===== src/rtl/decode_execute_reg_pkg.sv =====
// Shared core definitions for the ID/EX pipeline register.
// Holds the result-source encodings, the ALU control encodings and the
// packed control bundle that travels from decode into execute.
package decode_execute_reg_pkg;

    // Result source select
    localparam logic [1:0] RESULT_ALU  = 2'b00;
    localparam logic [1:0] RESULT_LOAD = 2'b01;
    localparam logic [1:0] RESULT_PC4  = 2'b10;

    // ALU operation encodings
    localparam logic [2:0] ALU_ADD = 3'b000;
    localparam logic [2:0] ALU_SUB = 3'b001;
    localparam logic [2:0] ALU_AND = 3'b010;
    localparam logic [2:0] ALU_OR  = 3'b011;
    localparam logic [2:0] ALU_SLT = 3'b101;

    typedef struct packed {
        logic       reg_write;
        logic       mem_write;
        logic [1:0] result_src;
        logic [2:0] alu_ctrl;
        logic       alu_src;
        logic       branch;
        logic       jump;
    } ctrl_t;

endpackage


===== src/rtl/decode_execute_reg_if.sv =====
// Decode-to-execute bundle.
//   *_d      : decode-stage operands, addresses and control
//   *_e      : registered copies presented to execute
//   flush_e  : kill the instruction entering execute
//   stall_e  : hold execute contents
//   lw_stall : load-use hazard back to the hazard unit
// master = decode/hazard side, slave = the pipeline register.
interface decode_execute_reg_if #(
    parameter int unsigned XLEN = 32,
    parameter int unsigned RA_W = 5
);
    logic            valid_d,      valid_e;
    logic [XLEN-1:0] rs1_data_d,   rs1_data_e;
    logic [XLEN-1:0] rs2_data_d,   rs2_data_e;
    logic [XLEN-1:0] imm_d,        imm_e;
    logic [XLEN-1:0] pc_d,         pc_e;
    logic [XLEN-1:0] pc_plus4_d,   pc_plus4_e;
    logic [RA_W-1:0] rs1_addr_d,   rs1_addr_e;
    logic [RA_W-1:0] rs2_addr_d,   rs2_addr_e;
    logic [RA_W-1:0] rd_addr_d,    rd_addr_e;
    logic            reg_write_d,  reg_write_e;
    logic            mem_write_d,  mem_write_e;
    logic [1:0]      result_src_d, result_src_e;
    logic [2:0]      alu_ctrl_d,   alu_ctrl_e;
    logic            alu_src_d,    alu_src_e;
    logic            branch_d,     branch_e;
    logic            jump_d,       jump_e;
    logic            flush_e;
    logic            stall_e;
    logic            lw_stall;

    modport master (
        output valid_d, rs1_data_d, rs2_data_d, imm_d, pc_d, pc_plus4_d,
               rs1_addr_d, rs2_addr_d, rd_addr_d, reg_write_d, mem_write_d,
               result_src_d, alu_ctrl_d, alu_src_d, branch_d, jump_d,
               flush_e, stall_e,
        input  valid_e, rs1_data_e, rs2_data_e, imm_e, pc_e, pc_plus4_e,
               rs1_addr_e, rs2_addr_e, rd_addr_e, reg_write_e, mem_write_e,
               result_src_e, alu_ctrl_e, alu_src_e, branch_e, jump_e,
               lw_stall
    );

    modport slave (
        input  valid_d, rs1_data_d, rs2_data_d, imm_d, pc_d, pc_plus4_d,
               rs1_addr_d, rs2_addr_d, rd_addr_d, reg_write_d, mem_write_d,
               result_src_d, alu_ctrl_d, alu_src_d, branch_d, jump_d,
               flush_e, stall_e,
        output valid_e, rs1_data_e, rs2_data_e, imm_e, pc_e, pc_plus4_e,
               rs1_addr_e, rs2_addr_e, rd_addr_e, reg_write_e, mem_write_e,
               result_src_e, alu_ctrl_e, alu_src_e, branch_e, jump_e,
               lw_stall
    );

endinterface


===== src/rtl/decode_execute_reg_load_use_detect.sv =====
// Combinational load-use hazard detector.
//   valid_e, result_src_e, rd_addr_e : instruction currently in execute
//   valid_d, rs1_addr_d, rs2_addr_d  : instruction currently in decode
//   lw_stall                         : decode reads a load's destination
module decode_execute_reg_load_use_detect
    import decode_execute_reg_pkg::*;
#(
    parameter int unsigned RA_W = 5
) (
    input  logic            valid_e,
    input  logic [1:0]      result_src_e,
    input  logic [RA_W-1:0] rd_addr_e,
    input  logic            valid_d,
    input  logic [RA_W-1:0] rs1_addr_d,
    input  logic [RA_W-1:0] rs2_addr_d,
    output logic            lw_stall
);

    // x0 is never a real producer, so a zero destination cannot create a hazard
    assign lw_stall = valid_e && valid_d && (result_src_e == RESULT_LOAD) &&
                      (rd_addr_e != '0) &&
                      ((rd_addr_e == rs1_addr_d) || (rd_addr_e == rs2_addr_d));

endmodule


===== src/rtl/decode_execute_reg.sv =====
// ID/EX pipeline register with built-in load-use bubble insertion.
//   clk, rst : rising-edge clock, asynchronous active-high reset
//   dx       : decode inputs in, execute outputs and lw_stall out
// Update priority: reset, bubble (flush or load-use), stall (hold), load.
module decode_execute_reg
    import decode_execute_reg_pkg::*;
#(
    parameter int unsigned XLEN = 32,
    parameter int unsigned RA_W = 5
) (
    input logic                 clk,
    input logic                 rst,
    decode_execute_reg_if.slave dx
);

    typedef struct packed {
        logic            valid;
        ctrl_t           ctrl;
        logic [XLEN-1:0] rs1_data;
        logic [XLEN-1:0] rs2_data;
        logic [XLEN-1:0] imm;
        logic [XLEN-1:0] pc;
        logic [XLEN-1:0] pc_plus4;
        logic [RA_W-1:0] rs1_addr;
        logic [RA_W-1:0] rs2_addr;
        logic [RA_W-1:0] rd_addr;
    } stage_t;

    stage_t stage_in;
    stage_t stage_d;
    stage_t stage_q;
    logic   lw_hit;
    logic   bubble;

    decode_execute_reg_load_use_detect #(
        .RA_W (RA_W)
    ) u_load_use_detect (
        .valid_e      (stage_q.valid),
        .result_src_e (stage_q.ctrl.result_src),
        .rd_addr_e    (stage_q.rd_addr),
        .valid_d      (dx.valid_d),
        .rs1_addr_d   (dx.rs1_addr_d),
        .rs2_addr_d   (dx.rs2_addr_d),
        .lw_stall     (lw_hit)
    );

    assign dx.lw_stall = lw_hit & ~rst;
    assign bubble      = dx.flush_e | dx.lw_stall;

    always_comb begin
        stage_in                 = '0;
        stage_in.valid           = dx.valid_d;
        stage_in.ctrl.reg_write  = dx.reg_write_d;
        stage_in.ctrl.mem_write  = dx.mem_write_d;
        stage_in.ctrl.result_src = dx.result_src_d;
        stage_in.ctrl.alu_ctrl   = dx.alu_ctrl_d;
        stage_in.ctrl.alu_src    = dx.alu_src_d;
        stage_in.ctrl.branch     = dx.branch_d;
        stage_in.ctrl.jump       = dx.jump_d;
        stage_in.rs1_data        = dx.rs1_data_d;
        stage_in.rs2_data        = dx.rs2_data_d;
        stage_in.imm             = dx.imm_d;
        stage_in.pc              = dx.pc_d;
        stage_in.pc_plus4        = dx.pc_plus4_d;
        stage_in.rs1_addr        = dx.rs1_addr_d;
        stage_in.rs2_addr        = dx.rs2_addr_d;
        stage_in.rd_addr         = dx.rd_addr_d;
    end

    // Bubble outranks stall so a killed or hazarding slot never lingers
    always_comb begin
        stage_d = stage_q;
        if (bubble) begin
            stage_d = '0;
        end else if (!dx.stall_e) begin
            stage_d = stage_in;
        end
    end

    always_ff @(posedge clk or posedge rst) begin
        if (rst) begin
            stage_q <= '0;
        end else begin
            stage_q <= stage_d;
        end
    end

    assign dx.valid_e      = stage_q.valid;
    assign dx.reg_write_e  = stage_q.ctrl.reg_write;
    assign dx.mem_write_e  = stage_q.ctrl.mem_write;
    assign dx.result_src_e = stage_q.ctrl.result_src;
    assign dx.alu_ctrl_e   = stage_q.ctrl.alu_ctrl;
    assign dx.alu_src_e    = stage_q.ctrl.alu_src;
    assign dx.branch_e     = stage_q.ctrl.branch;
    assign dx.jump_e       = stage_q.ctrl.jump;
    assign dx.rs1_data_e   = stage_q.rs1_data;
    assign dx.rs2_data_e   = stage_q.rs2_data;
    assign dx.imm_e        = stage_q.imm;
    assign dx.pc_e         = stage_q.pc;
    assign dx.pc_plus4_e   = stage_q.pc_plus4;
    assign dx.rs1_addr_e   = stage_q.rs1_addr;
    assign dx.rs2_addr_e   = stage_q.rs2_addr;
    assign dx.rd_addr_e    = stage_q.rd_addr;

endmodule


===== src/flat_wrapper.sv =====
// flat-port wrapper written by rule: the top's interface ports become plain ports
module decode_execute_reg_flat import decode_execute_reg_pkg::*;
#(
    parameter int unsigned XLEN = 32,
    parameter int unsigned RA_W = 5
)
  (clk, rst, dx_valid_d, dx_rs1_data_d, dx_rs2_data_d, dx_imm_d, dx_pc_d, dx_pc_plus4_d, dx_rs1_addr_d, dx_rs2_addr_d, dx_rd_addr_d, dx_reg_write_d, dx_mem_write_d, dx_result_src_d, dx_alu_ctrl_d, dx_alu_src_d, dx_branch_d, dx_jump_d, dx_flush_e, dx_stall_e, dx_valid_e, dx_rs1_data_e, dx_rs2_data_e, dx_imm_e, dx_pc_e, dx_pc_plus4_e, dx_rs1_addr_e, dx_rs2_addr_e, dx_rd_addr_e, dx_reg_write_e, dx_mem_write_e, dx_result_src_e, dx_alu_ctrl_e, dx_alu_src_e, dx_branch_e, dx_jump_e, dx_lw_stall);
  decode_execute_reg_if #(.XLEN(XLEN), .RA_W(RA_W)) dx_i ();
  input logic clk;
  input logic rst;
  input wire logic [$bits(dx_i.valid_d)-1:0] dx_valid_d;
  input wire logic [$bits(dx_i.rs1_data_d)-1:0] dx_rs1_data_d;
  input wire logic [$bits(dx_i.rs2_data_d)-1:0] dx_rs2_data_d;
  input wire logic [$bits(dx_i.imm_d)-1:0] dx_imm_d;
  input wire logic [$bits(dx_i.pc_d)-1:0] dx_pc_d;
  input wire logic [$bits(dx_i.pc_plus4_d)-1:0] dx_pc_plus4_d;
  input wire logic [$bits(dx_i.rs1_addr_d)-1:0] dx_rs1_addr_d;
  input wire logic [$bits(dx_i.rs2_addr_d)-1:0] dx_rs2_addr_d;
  input wire logic [$bits(dx_i.rd_addr_d)-1:0] dx_rd_addr_d;
  input wire logic [$bits(dx_i.reg_write_d)-1:0] dx_reg_write_d;
  input wire logic [$bits(dx_i.mem_write_d)-1:0] dx_mem_write_d;
  input wire logic [$bits(dx_i.result_src_d)-1:0] dx_result_src_d;
  input wire logic [$bits(dx_i.alu_ctrl_d)-1:0] dx_alu_ctrl_d;
  input wire logic [$bits(dx_i.alu_src_d)-1:0] dx_alu_src_d;
  input wire logic [$bits(dx_i.branch_d)-1:0] dx_branch_d;
  input wire logic [$bits(dx_i.jump_d)-1:0] dx_jump_d;
  input wire logic [$bits(dx_i.flush_e)-1:0] dx_flush_e;
  input wire logic [$bits(dx_i.stall_e)-1:0] dx_stall_e;
  output wire logic [$bits(dx_i.valid_e)-1:0] dx_valid_e;
  output wire logic [$bits(dx_i.rs1_data_e)-1:0] dx_rs1_data_e;
  output wire logic [$bits(dx_i.rs2_data_e)-1:0] dx_rs2_data_e;
  output wire logic [$bits(dx_i.imm_e)-1:0] dx_imm_e;
  output wire logic [$bits(dx_i.pc_e)-1:0] dx_pc_e;
  output wire logic [$bits(dx_i.pc_plus4_e)-1:0] dx_pc_plus4_e;
  output wire logic [$bits(dx_i.rs1_addr_e)-1:0] dx_rs1_addr_e;
  output wire logic [$bits(dx_i.rs2_addr_e)-1:0] dx_rs2_addr_e;
  output wire logic [$bits(dx_i.rd_addr_e)-1:0] dx_rd_addr_e;
  output wire logic [$bits(dx_i.reg_write_e)-1:0] dx_reg_write_e;
  output wire logic [$bits(dx_i.mem_write_e)-1:0] dx_mem_write_e;
  output wire logic [$bits(dx_i.result_src_e)-1:0] dx_result_src_e;
  output wire logic [$bits(dx_i.alu_ctrl_e)-1:0] dx_alu_ctrl_e;
  output wire logic [$bits(dx_i.alu_src_e)-1:0] dx_alu_src_e;
  output wire logic [$bits(dx_i.branch_e)-1:0] dx_branch_e;
  output wire logic [$bits(dx_i.jump_e)-1:0] dx_jump_e;
  output wire logic [$bits(dx_i.lw_stall)-1:0] dx_lw_stall;
  assign dx_i.valid_d = dx_valid_d;
  assign dx_i.rs1_data_d = dx_rs1_data_d;
  assign dx_i.rs2_data_d = dx_rs2_data_d;
  assign dx_i.imm_d = dx_imm_d;
  assign dx_i.pc_d = dx_pc_d;
  assign dx_i.pc_plus4_d = dx_pc_plus4_d;
  assign dx_i.rs1_addr_d = dx_rs1_addr_d;
  assign dx_i.rs2_addr_d = dx_rs2_addr_d;
  assign dx_i.rd_addr_d = dx_rd_addr_d;
  assign dx_i.reg_write_d = dx_reg_write_d;
  assign dx_i.mem_write_d = dx_mem_write_d;
  assign dx_i.result_src_d = dx_result_src_d;
  assign dx_i.alu_ctrl_d = dx_alu_ctrl_d;
  assign dx_i.alu_src_d = dx_alu_src_d;
  assign dx_i.branch_d = dx_branch_d;
  assign dx_i.jump_d = dx_jump_d;
  assign dx_i.flush_e = dx_flush_e;
  assign dx_i.stall_e = dx_stall_e;
  assign dx_valid_e = dx_i.valid_e;
  assign dx_rs1_data_e = dx_i.rs1_data_e;
  assign dx_rs2_data_e = dx_i.rs2_data_e;
  assign dx_imm_e = dx_i.imm_e;
  assign dx_pc_e = dx_i.pc_e;
  assign dx_pc_plus4_e = dx_i.pc_plus4_e;
  assign dx_rs1_addr_e = dx_i.rs1_addr_e;
  assign dx_rs2_addr_e = dx_i.rs2_addr_e;
  assign dx_rd_addr_e = dx_i.rd_addr_e;
  assign dx_reg_write_e = dx_i.reg_write_e;
  assign dx_mem_write_e = dx_i.mem_write_e;
  assign dx_result_src_e = dx_i.result_src_e;
  assign dx_alu_ctrl_e = dx_i.alu_ctrl_e;
  assign dx_alu_src_e = dx_i.alu_src_e;
  assign dx_branch_e = dx_i.branch_e;
  assign dx_jump_e = dx_i.jump_e;
  assign dx_lw_stall = dx_i.lw_stall;
  decode_execute_reg #(.XLEN(XLEN), .RA_W(RA_W)) u_core (.clk(clk), .rst(rst), .dx(dx_i));
endmodule

===== config.mk =====
export PLATFORM = sky130hd
export DESIGN_NAME = decode_execute_reg_flat
export DESIGN_NICKNAME = d
export VERILOG_FILES = /design/src/rtl/decode_execute_reg_pkg.sv /design/src/rtl/decode_execute_reg_if.sv /design/src/rtl/decode_execute_reg_load_use_detect.sv /design/src/rtl/decode_execute_reg.sv /design/src/flat_wrapper.sv
export SDC_FILE = /design/constraint.sdc
export NUM_CORES = 1
export LEC_CHECK = 0
export CAP_MARGIN = 40
export CORE_AREA = 4 4 127 178
export DETAILED_ROUTE_END_ITERATION = 12
export DIE_AREA = 0 0 131 182
export PLACE_DENSITY = 0.86
export SYNTH_ARGS = -nofsm -noshare
export SYNTH_HDL_FRONTEND = slang
export SYNTH_SLANG_ARGS = --single-unit

===== constraint.sdc =====
create_clock -name clk -period 8.5 [get_ports clk]
set_input_delay 1.7 -clock clk [delete_from_list [all_inputs] [get_ports clk]]
set_output_delay 1.7 -clock clk [all_outputs]
set_load 0.01 [all_outputs]

==> flow_summary.ini, run 1 <==
[timing]
finalClockSkew_ns = 0.0133
slew_violations = 0
setup_ws_ns = 3.34
maxSlewHeadroom_pct = 32.3
min_period_ns = 5.16
rsz0062_at_grt = false
fmax_mhz = 194
finalCritPeriodShare_pct = 60.7
holdWs_ns = 0.605
totalNegativeSetupSlack_ns = 0
tightest_slew_ns = 1.01
hold_violations = 0
finalSetupViolations = 0

[routing]
antenna_left = 0
wl_per_cell_um = 21.3
drc_errors = 0
drt_first_pass_iters = 4
vias_per_cell = 5.51
vias = 6990
drt_wl_total_um = 27000
drtIter0Drc = 386

[synthesis]
netlist.top_cell.by_area = dfrtp_1
synth-seq-cells = 186
ys_seq_area_share_pct = 50.8
yosys_warnings = 0
ys_top_cells_by_area = dfrtp_1, mux2i_1, a211oi_2, a211oi_1, clkbuf_1
synth_top_area_share_pct = 50.8
synth-main-ff-cell = dfrtp_1
async_reset_ff_share_pct = 100
synthTopCellsByCount = dfrtp_1, mux2i_1, a211oi_2
syn_inst = 661
syn_nets = 851
ys_types = 18
synth_area_sq_mm = 0.00915
synth_edf_count = 0
synth_area_per_cell_sq_um = 13.8

[cells_and_area]
insertedDiodeCount = 0
fin_nets = 1185
syn_to_final_growth_pct = 50.2
post-route-cell-area_sq_mm = 0.0138
fin_cells = 1268
drive_above_1_share_pct = 18.6
final.fill_count = 1539
final_util_pct = 65.3

[global_route]
grt_overflow = 0
antenna_found_initial = 0
grt_pass1_vias = 7451
grt_max_degree = 102
grtUsageTotal_pct = 22.2
grt_pass1_wl_um = 41400

[power_and_ir_drop]
vdd_drop_max_v = 0.000130
fin_total_pwr_mw = 2.24
cellPowerDensity_mw_per_mm2 = 163
leakage_nw = 5.70

[clocking]
clk_latency_ns = 0.44
cts_root_buffer = clkbuf_16
cts_tree = built
cts_buffers = 17
htree_levels = 4
cts.sinks = 186
cts.repair.resized = 0
post-cts-setup-buffer-count = 0
clkTransAtPathRegs_ns = 0.07
cts.path.max_buffers = 2
cts_hold_buf = 0

[critical_path]
slowest_delay_ns = 0.63
cp_max_fo = 2
reg2reg_to = u_core.dx.rs2_data_e[11]
critPathTopFamily = buffers and inverters
critPathBufInv = 2
r2r_slack_ns = 5.66
crit_chain = clkdlybuf4s50_1 -> xnor2_1 -> nand3_1 -> o22ai_4 -> and2_1 -> clkdlybuf4s50_1
cp_common_cell = clkdlybuf4s50_1
path_class = input port to primary output
cp_slowest_cell = clkdlybuf4s50_1
start_kind = input port
r2r-start = u_core.dx.rd_addr_e[0]
cp.arrival_ns = 3.46
crit_path_end_kind = primary output
reg2reg_depth = 7
crit_required_ns = 6.80

[min_path]
holdPathStages = 2
min-delay-start = u_core.dx.rs2_data_e[7]
hold_class = flop to flop
hold_path_end = u_core.dx.rs2_data_e[7]

[floorplanning]
core_sq_mm = 0.0210
fp.dieW_um = 131
die_y_um = 182
start_util_pct = 43.5
dieArea_sq_mm = 0.0238
rows = 63
io_pins = 377

[placement]
hpwlAfterDp_um = 18600
place_area_sq_mm = 0.0132
routabilityCongestion = 0.808
io_buffers = 376
dp_slack_ns = 3.36
dp.cells = 1236

[flow_run]
max_cap_viol_count = 0

[run_status]
outcome = completed
==> how the worst max path moves through the flow <==
| stage | start | end | slack (ns) | cells past startpoint |
|---|---|---|---|---|
| CTS | dx_rs2_addr_d[0] | dx_lw_stall | 3.35 | 6 |
| finish | dx_rs2_addr_d[0] | dx_lw_stall | 3.34 | 6 |
| floorplan | rst | u_core.dx.alu_ctrl_e[0] | 1.74 | 1 |
| global placement | dx_rs2_addr_d[0] | dx_lw_stall | 3.37 | 6 |
| detailed placement | dx_rs2_addr_d[0] | dx_lw_stall | 3.36 | 6 |
| global route | dx_rs2_addr_d[0] | dx_lw_stall | 3.25 | 6 |
==> cells by family after synthesis <==
| group | Yosys count | share of synthesized area, % |
|---|---|---|
| DFF | 186 | 50.8 |
| and+or+nand+nor | 9 | 0.588 |
| AOI/OAI and AO/OA | 187 | 22.4 |
| buffers and inverters | 83 | 4.89 |
| muxes | 186 | 20.3 |
| xor gates and xnor gates | 10 | 0.957 |
==> report_power, final <==
| part | total, mW | internal (mW) | switching (mW) |
|---|---|---|---|
| combinational | 0.448 | 0.250 | 0.199 |
| clock | 0.822 | 0.448 | 0.374 |
| sequential | 0.966 | 0.934 | 0.0313 |
| total | 2.24 | 1.63 | 0.603 |
==> final cells by class <==
type | count | area [sq um] | area share (%)
multi-input combinational | 392 | 4070 | 29.6
inverter | 1 | 8.76 | 0.0637
sequential | 186 | 4650 | 33.8
clock buffer | 18 | 439 | 3.19
tap | 260 | 325 | 2.37
timing repair buffer | 397 | 4100 | 29.8
clock inverter | 14 | 158 | 1.15
==> layout by cell type, fill, tap and decap left out, types with 3 or more instances in the layout <==
master | synthesis | final
a211oi_1 | 57 | 57
a211oi_2 | 129 | 129
buf_16 | 0 | 7
buf_4 | 3 | 12
clkbuf_16 | 0 | 17
clkdlybuf4s50_1 | 0 | 374
clkinvlp_4 | 0 | 3
dfrtp_1 | 186 | 186
inv_6 | 0 | 8
mux2i_1 | 186 | 186
xnor2_1 | 10 | 10
==> worst reg2reg max path, stage by stage, from the launching register on <==
cell      delay, ns
dfrtp_1        0.48
xnor2_1        0.22
nand3_1        0.15
o22ai_4        0.20
buf_4          0.60
buf_4          0.60
buf_12         0.31
a211oi_1       0.13
==> metal layers <==
| layer | share of wire (%) | track usage, % |
|---|---|---|
| met1 | 38 | 25.9 |
| met2 | 52 | 37.8 |
| met3 | 7.1 | 6.80 |
| met4 | 2.7 | 8.07 |
| met5 | 0 | 0 |
==> flip-flops by register name, indices dropped and copies added, names as in the netlist <==
name                    count
u_core.dx.rs2_addr_e        5
u_core.dx.alu_src_e         1
u_core.dx.rs2_data_e       32
u_core.dx.rd_addr_e         5
u_core.dx.rs1_data_e       32
u_core.dx.alu_ctrl_e        3
u_core.dx.reg_write_e       1
u_core.dx.mem_write_e       1
u_core.dx.rs1_addr_e        5
u_core.dx.imm_e            32
u_core.dx.pc_plus4_e       32
u_core.dx.result_src_e      2
u_core.dx.branch_e          1
u_core.dx.valid_e           1
u_core.dx.jump_e            1
u_core.dx.pc_e             32
(Power assumes the default switching activity.)
==> run 2, diff against run 1 <==
--- a/config.mk
+++ b/config.mk
@@ -6,10 +6,10 @@
 export NUM_CORES = 1
 export LEC_CHECK = 0
 export CAP_MARGIN = 40
-export CORE_AREA = 4 4 127 178
+export CORE_AREA = 4 4 135 189
 export DETAILED_ROUTE_END_ITERATION = 12
-export DIE_AREA = 0 0 131 182
-export PLACE_DENSITY = 0.86
+export DIE_AREA = 0 0 139 193
+export PLACE_DENSITY = 0.81
 export SYNTH_ARGS = -nofsm -noshare
 export SYNTH_HDL_FRONTEND = slang
 export SYNTH_SLANG_ARGS = --single-unit
==> constraint.sdc (replaced) <==
create_clock -name clk -period 4.3 [get_ports clk]
set_input_delay 0.86 -clock clk [delete_from_list [all_inputs] [get_ports clk]]
set_output_delay 0.86 -clock clk [all_outputs]
set_load 0.01 [all_outputs]
==> flow_summary.ini, run 2 (synthesized netlist as in run 1, its figures left out) <==
[run_status]
outcome = completed

[timing]
tightest_slew_ns = 1.30
rsz0062_at_grt = false
min_period_ns = 3.48
slew_violations = 0
finalClockSkew_ns = 0.0171
fmax_mhz = 287
finalSetupViolations = 0
finalCritPeriodShare_pct = 80.9
totalNegativeSetupSlack_ns = 0
hold_violations = 0
maxSlewHeadroom_pct = 13.2
setup_ws_ns = 0.819

[critical_path]
cp.arrival_ns = 2.62
cp_max_fo = 2
crit_path_end_kind = primary output
start_kind = input port
path_class = input port to primary output
r2r_slack_ns = 1.81
crit_required_ns = 3.44

[routing]
vias = 6916
drt_wl_total_um = 27200
drt_first_pass_iters = 4
wl_per_cell_um = 20.7
drc_errors = 0
vias_per_cell = 5.27
antenna_left = 0
drtIter0Drc = 358

[placement]
routabilityCongestion = 0.817
hpwlAfterDp_um = 18200
io_buffers = 376
dp_slack_ns = 0.796
place_area_sq_mm = 0.0131

[global_route]
grtUsageTotal_pct = 19.6
grt_overflow = 0
grt_pass1_vias = 7333
grt_max_degree = 187
grt_pass1_wl_um = 42000
antenna_found_initial = 0

[cells_and_area]
final_util_pct = 57.5
final_cell_mix = clkdlybuf4s50_1, mux2i_1, dfrtp_1
post-route-cell-area_sq_mm = 0.0137
final_common_cell = clkdlybuf4s50_1
fin_nets = 1180
insertedDiodeCount = 0
syn_to_final_growth_pct = 49.6
drive_above_1_share_pct = 17.5
final.fill_count = 1987

[clocking]
htree_levels = 4
cts_hold_buf = 0
cts.sinks = 186
cts_root_buffer = clkbuf_16
clkTransAtPathRegs_ns = 0.06
post-cts-setup-buffer-count = 0
clk_latency_ns = 0.44
cts_buffers = 17
cts.repair.resized = 0
cts.path.max_buffers = 2
cts_tree = built

[floorplanning]
rows = 67
fp.dieW_um = 139
dieArea_sq_mm = 0.0268
io_pins = 377
core_sq_mm = 0.0238
die_y_um = 193
start_util_pct = 38.4

[power_and_ir_drop]
netSwitchingFraction_pct = 26.0
sequentialPowerShare_pct = 43.9
comb_power_share_pct = 20.1
switchingPower_mw = 1.13
cellPowerDensity_mw_per_mm2 = 318
intPower_mw = 3.22
pwr-share-clk_pct = 36.0
vdd_drop_max_v = 0.000248
leakage_nw = 5.64

[flow_run]
max_cap_viol_count = 0

[min_path]
hold_class = flop to flop
## run 2: final cells by class
type                    count  area [sq um]  area share, %
clock buffers              25           475           3.47
clock inverters             6          88.8          0.649
inverters                   1          7.51         0.0548
multi-input cells         392          4070           29.7
flip-flops and latches    186          4650           34.0
well taps                 310           388           2.83
repair buffers            392          4010           29.3
## run 2: path summary, 6_finish.rpt
| check | endpoint | cells past startpoint | start |
|---|---|---|---|
| worst max-delay path | dx_lw_stall | 6 | dx_rs2_addr_d[2] |
| worst min-delay path | u_core.dx.rs2_data_e[11] | 2 | u_core.dx.rs2_data_e[11] |
| worst max register to register | u_core.dx.rs1_data_e[13] | 5 | u_core.dx.rd_addr_e[2] |
| worst min register to register | u_core.dx.rs2_data_e[11] | 2 | u_core.dx.rs2_data_e[11] |
| max in group asynchronous | u_core.dx.imm_e[30] | 4 | rst |
| min in group asynchronous | u_core.dx.branch_e | 2 | rst |
## run 2: layer usage
metal / vias to the layer above / share of wire [%] / global-route usage (%)
li1: 3167 / - / -
met1: 3430 / 40 / 23.7
met2: 270 / 50 / 33.1
met3: 49 / 6.9 / 5.97
met4: 0 / 2.9 / 7.45
met5: - / 0 / 0
## run 2: power by group through the flow
| stage | clock [mW] | sequential [mW] | combinational, mW |
|---|---|---|---|
| after global routing | 1.68 | 1.92 | 0.934 |
| after floorplan | 0 | 1.98 | 0.365 |
| after detailed placement | 0 | 1.94 | 0.882 |
| after global placement | 0 | 1.94 | 0.871 |
| after CTS | 1.60 | 1.91 | 0.886 |
| final | 1.57 | 1.91 | 0.875 |
## run 2: critical path: stages
cell             delay (ns)
clkdlybuf4s50_1        0.49
xnor2_1                0.15
nand3_1                0.15
o22ai_4                0.22
and2_1                 0.14
clkdlybuf4s50_1        0.60
## run 2: stage by stage
stage | total power [mW] | cells | hold WS [ns]
detailed placement | 2.82 | 1281 | 0.602
CTS | 4.40 | 1312 | 0.608
finish | 4.35 | 1312 | 0.605
floorplan | 2.35 | 661 | 0.630
global route | 4.54 | 1312 | 0.635
global placement | 2.81 | 1279 | 0.595
==> run 3, diff against run 2 <==
==> constraint.sdc (replaced) <==
create_clock -name clk -period 3.1 [get_ports clk]
set_input_delay 0.62 -clock clk [delete_from_list [all_inputs] [get_ports clk]]
set_output_delay 0.62 -clock clk [all_outputs]
set_load 0.01 [all_outputs]
==> flow_summary.ini, run 3 (synthesized netlist as in run 1, its figures left out) <==
[clocking]
cts_tree = built
htree_levels = 4
cts_buffers = 17
post-cts-setup-buffer-count = 0
clk_latency_ns = 0.44
cts_root_buffer = clkbuf_16
cts.path.max_buffers = 2
clkTransAtPathRegs_ns = 0.07
cts.sinks = 186

[cells_and_area]
final_cell_mix = clkdlybuf4s50_1, mux2i_1, dfrtp_1
fin_nets = 1187
drive_above_1_share_pct = 18.7
final_util_pct = 58.1
final_common_cell = clkdlybuf4s50_1
syn_to_final_growth_pct = 51.2

[routing]
wl_per_cell_um = 20.8
antenna_left = 0
vias_per_cell = 5.27
drt_first_pass_iters = 4
drc_errors = 0
vias = 6959
drtIter0Drc = 319
drt_wl_total_um = 27500

[critical_path]
r2r_slack_ns = 0.68
critPathTopFamily = simple AND/OR/NAND/NOR gates
critPathBufInv = 1
start_kind = flop
cp_slowest_cell = or4_1
slowest_delay_ns = 0.55
crit_path_end_kind = primary output
crit_required_ns = 2.48
cp.arrival_ns = 2.08
path_class = flop to primary output
cp_max_fo = 5
crit_chain = or4_1 -> nor2_1 -> nor3_4 -> and2_1 -> dlymetal6s2s_1

[global_route]
grt_pass1_wl_um = 42200
antenna_found_initial = 1
grt_overflow = 0
top_usage_layer = met2
grtUsageMet2_pct = 34.0
gr-usage-met3_pct = 5.60
grt_pass1_vias = 7393
grtUsageMet1_pct = 23.8
grt_max_degree = 110
grtUsageTotal_pct = 19.8

[min_path]
hold_class = flop to flop

[floorplanning]
dieArea_sq_mm = 0.0268
fp.dieW_um = 139
start_util_pct = 38.4
rows = 67
core_sq_mm = 0.0238
io_pins = 377
die_y_um = 193

[power_and_ir_drop]
leakage_nw = 5.74
vdd_drop_max_v = 0.000382
cellPowerDensity_mw_per_mm2 = 451

[timing]
rsz0062_at_grt = false
setup_ws_ns = 0.396
finalCritPeriodShare_pct = 87.2
finalSetupViolations = 0
totalNegativeSetupSlack_ns = 0
maxSlewHeadroom_pct = 50.6
hold_violations = 0
slew_violations = 0
fmax_mhz = 370
min_period_ns = 2.70
finalClockSkew_ns = 0.0133
tightest_slew_ns = 0.741

[flow_run]
max_cap_viol_count = 0

[placement]
hpwlAfterDp_um = 18500
routabilityCongestion = 0.831
dp_slack_ns = 0.0916
io_buffers = 376

[run_status]
outcome = completed
-- run 3: where the power goes --
part	total [mW]	internal (mW)	leakage, nW	switching [mW]
clock network	2.36	1.38	0.311	0.979
logic	1.23	0.683	2.96	0.546
registers	2.65	2.56	2.47	0.0864
total	6.24	4.62	5.74	1.61
-- run 3: what timing repair did --
action	in CTS	in global routing
hold buffers	0	0
resized for setup	0	1
endpoints found under the setup margin	0	1
-- run 3: layout make-up --
cell class                      count  area [sq um]
Antenna cell                        1          2.50
Timing Repair Buffer              399          4090
Clock inverter                     14           191
Multi-Input combinational cell    392          4070
Clock buffer                       18           439
Fill cell                        1961          9970
Sequential cell                   186          4650
Inverter                            1          7.51
Tap cell                          310           388
-- run 3: tightest hold or removal path: stages, from the launching register on --
cell and delay (ns):
dfrtp_1 0.37, mux2i_1 0.13, a211oi_1 0.06
-- run 3: routing by layer --
layer	vias up	wire length (um)
met4	0	752
li1	3180	-
met1	3466	11100
met3	48	1630
met5	-	0
met2	265	14000
-- run 3: final timing paths --
| path | from | to | cells past startpoint |
|---|---|---|---|
| max reg2reg | u_core.dx.rd_addr_e[1] | u_core.dx.rs2_data_e[24] | 6 |
| min reg2reg | u_core.dx.rs1_data_e[24] | u_core.dx.rs1_data_e[24] | 2 |
| max | u_core.dx.rd_addr_e[1] | dx_lw_stall | 5 |
| max in group asynchronous | rst | u_core.dx.rs1_data_e[19] | 3 |
| min in group asynchronous | rst | u_core.dx.alu_ctrl_e[1] | 2 |
| min | u_core.dx.rs1_data_e[24] | u_core.dx.rs1_data_e[24] | 2 |
-- run 3: metrics by stage --
stage | power, mW | instance area (sq um) | hold slack (ns) | instances
floorplan | 3.25 | 9160 | 0.630 | 661
global placement | 3.91 | 13200 | 0.596 | 1288
detailed placement | 3.93 | 13200 | 0.601 | 1288
CTS | 6.32 | 13800 | 0.609 | 1320
global route | 6.50 | 13800 | 0.623 | 1321
finish | 6.24 | 13800 | 0.603 | 1321
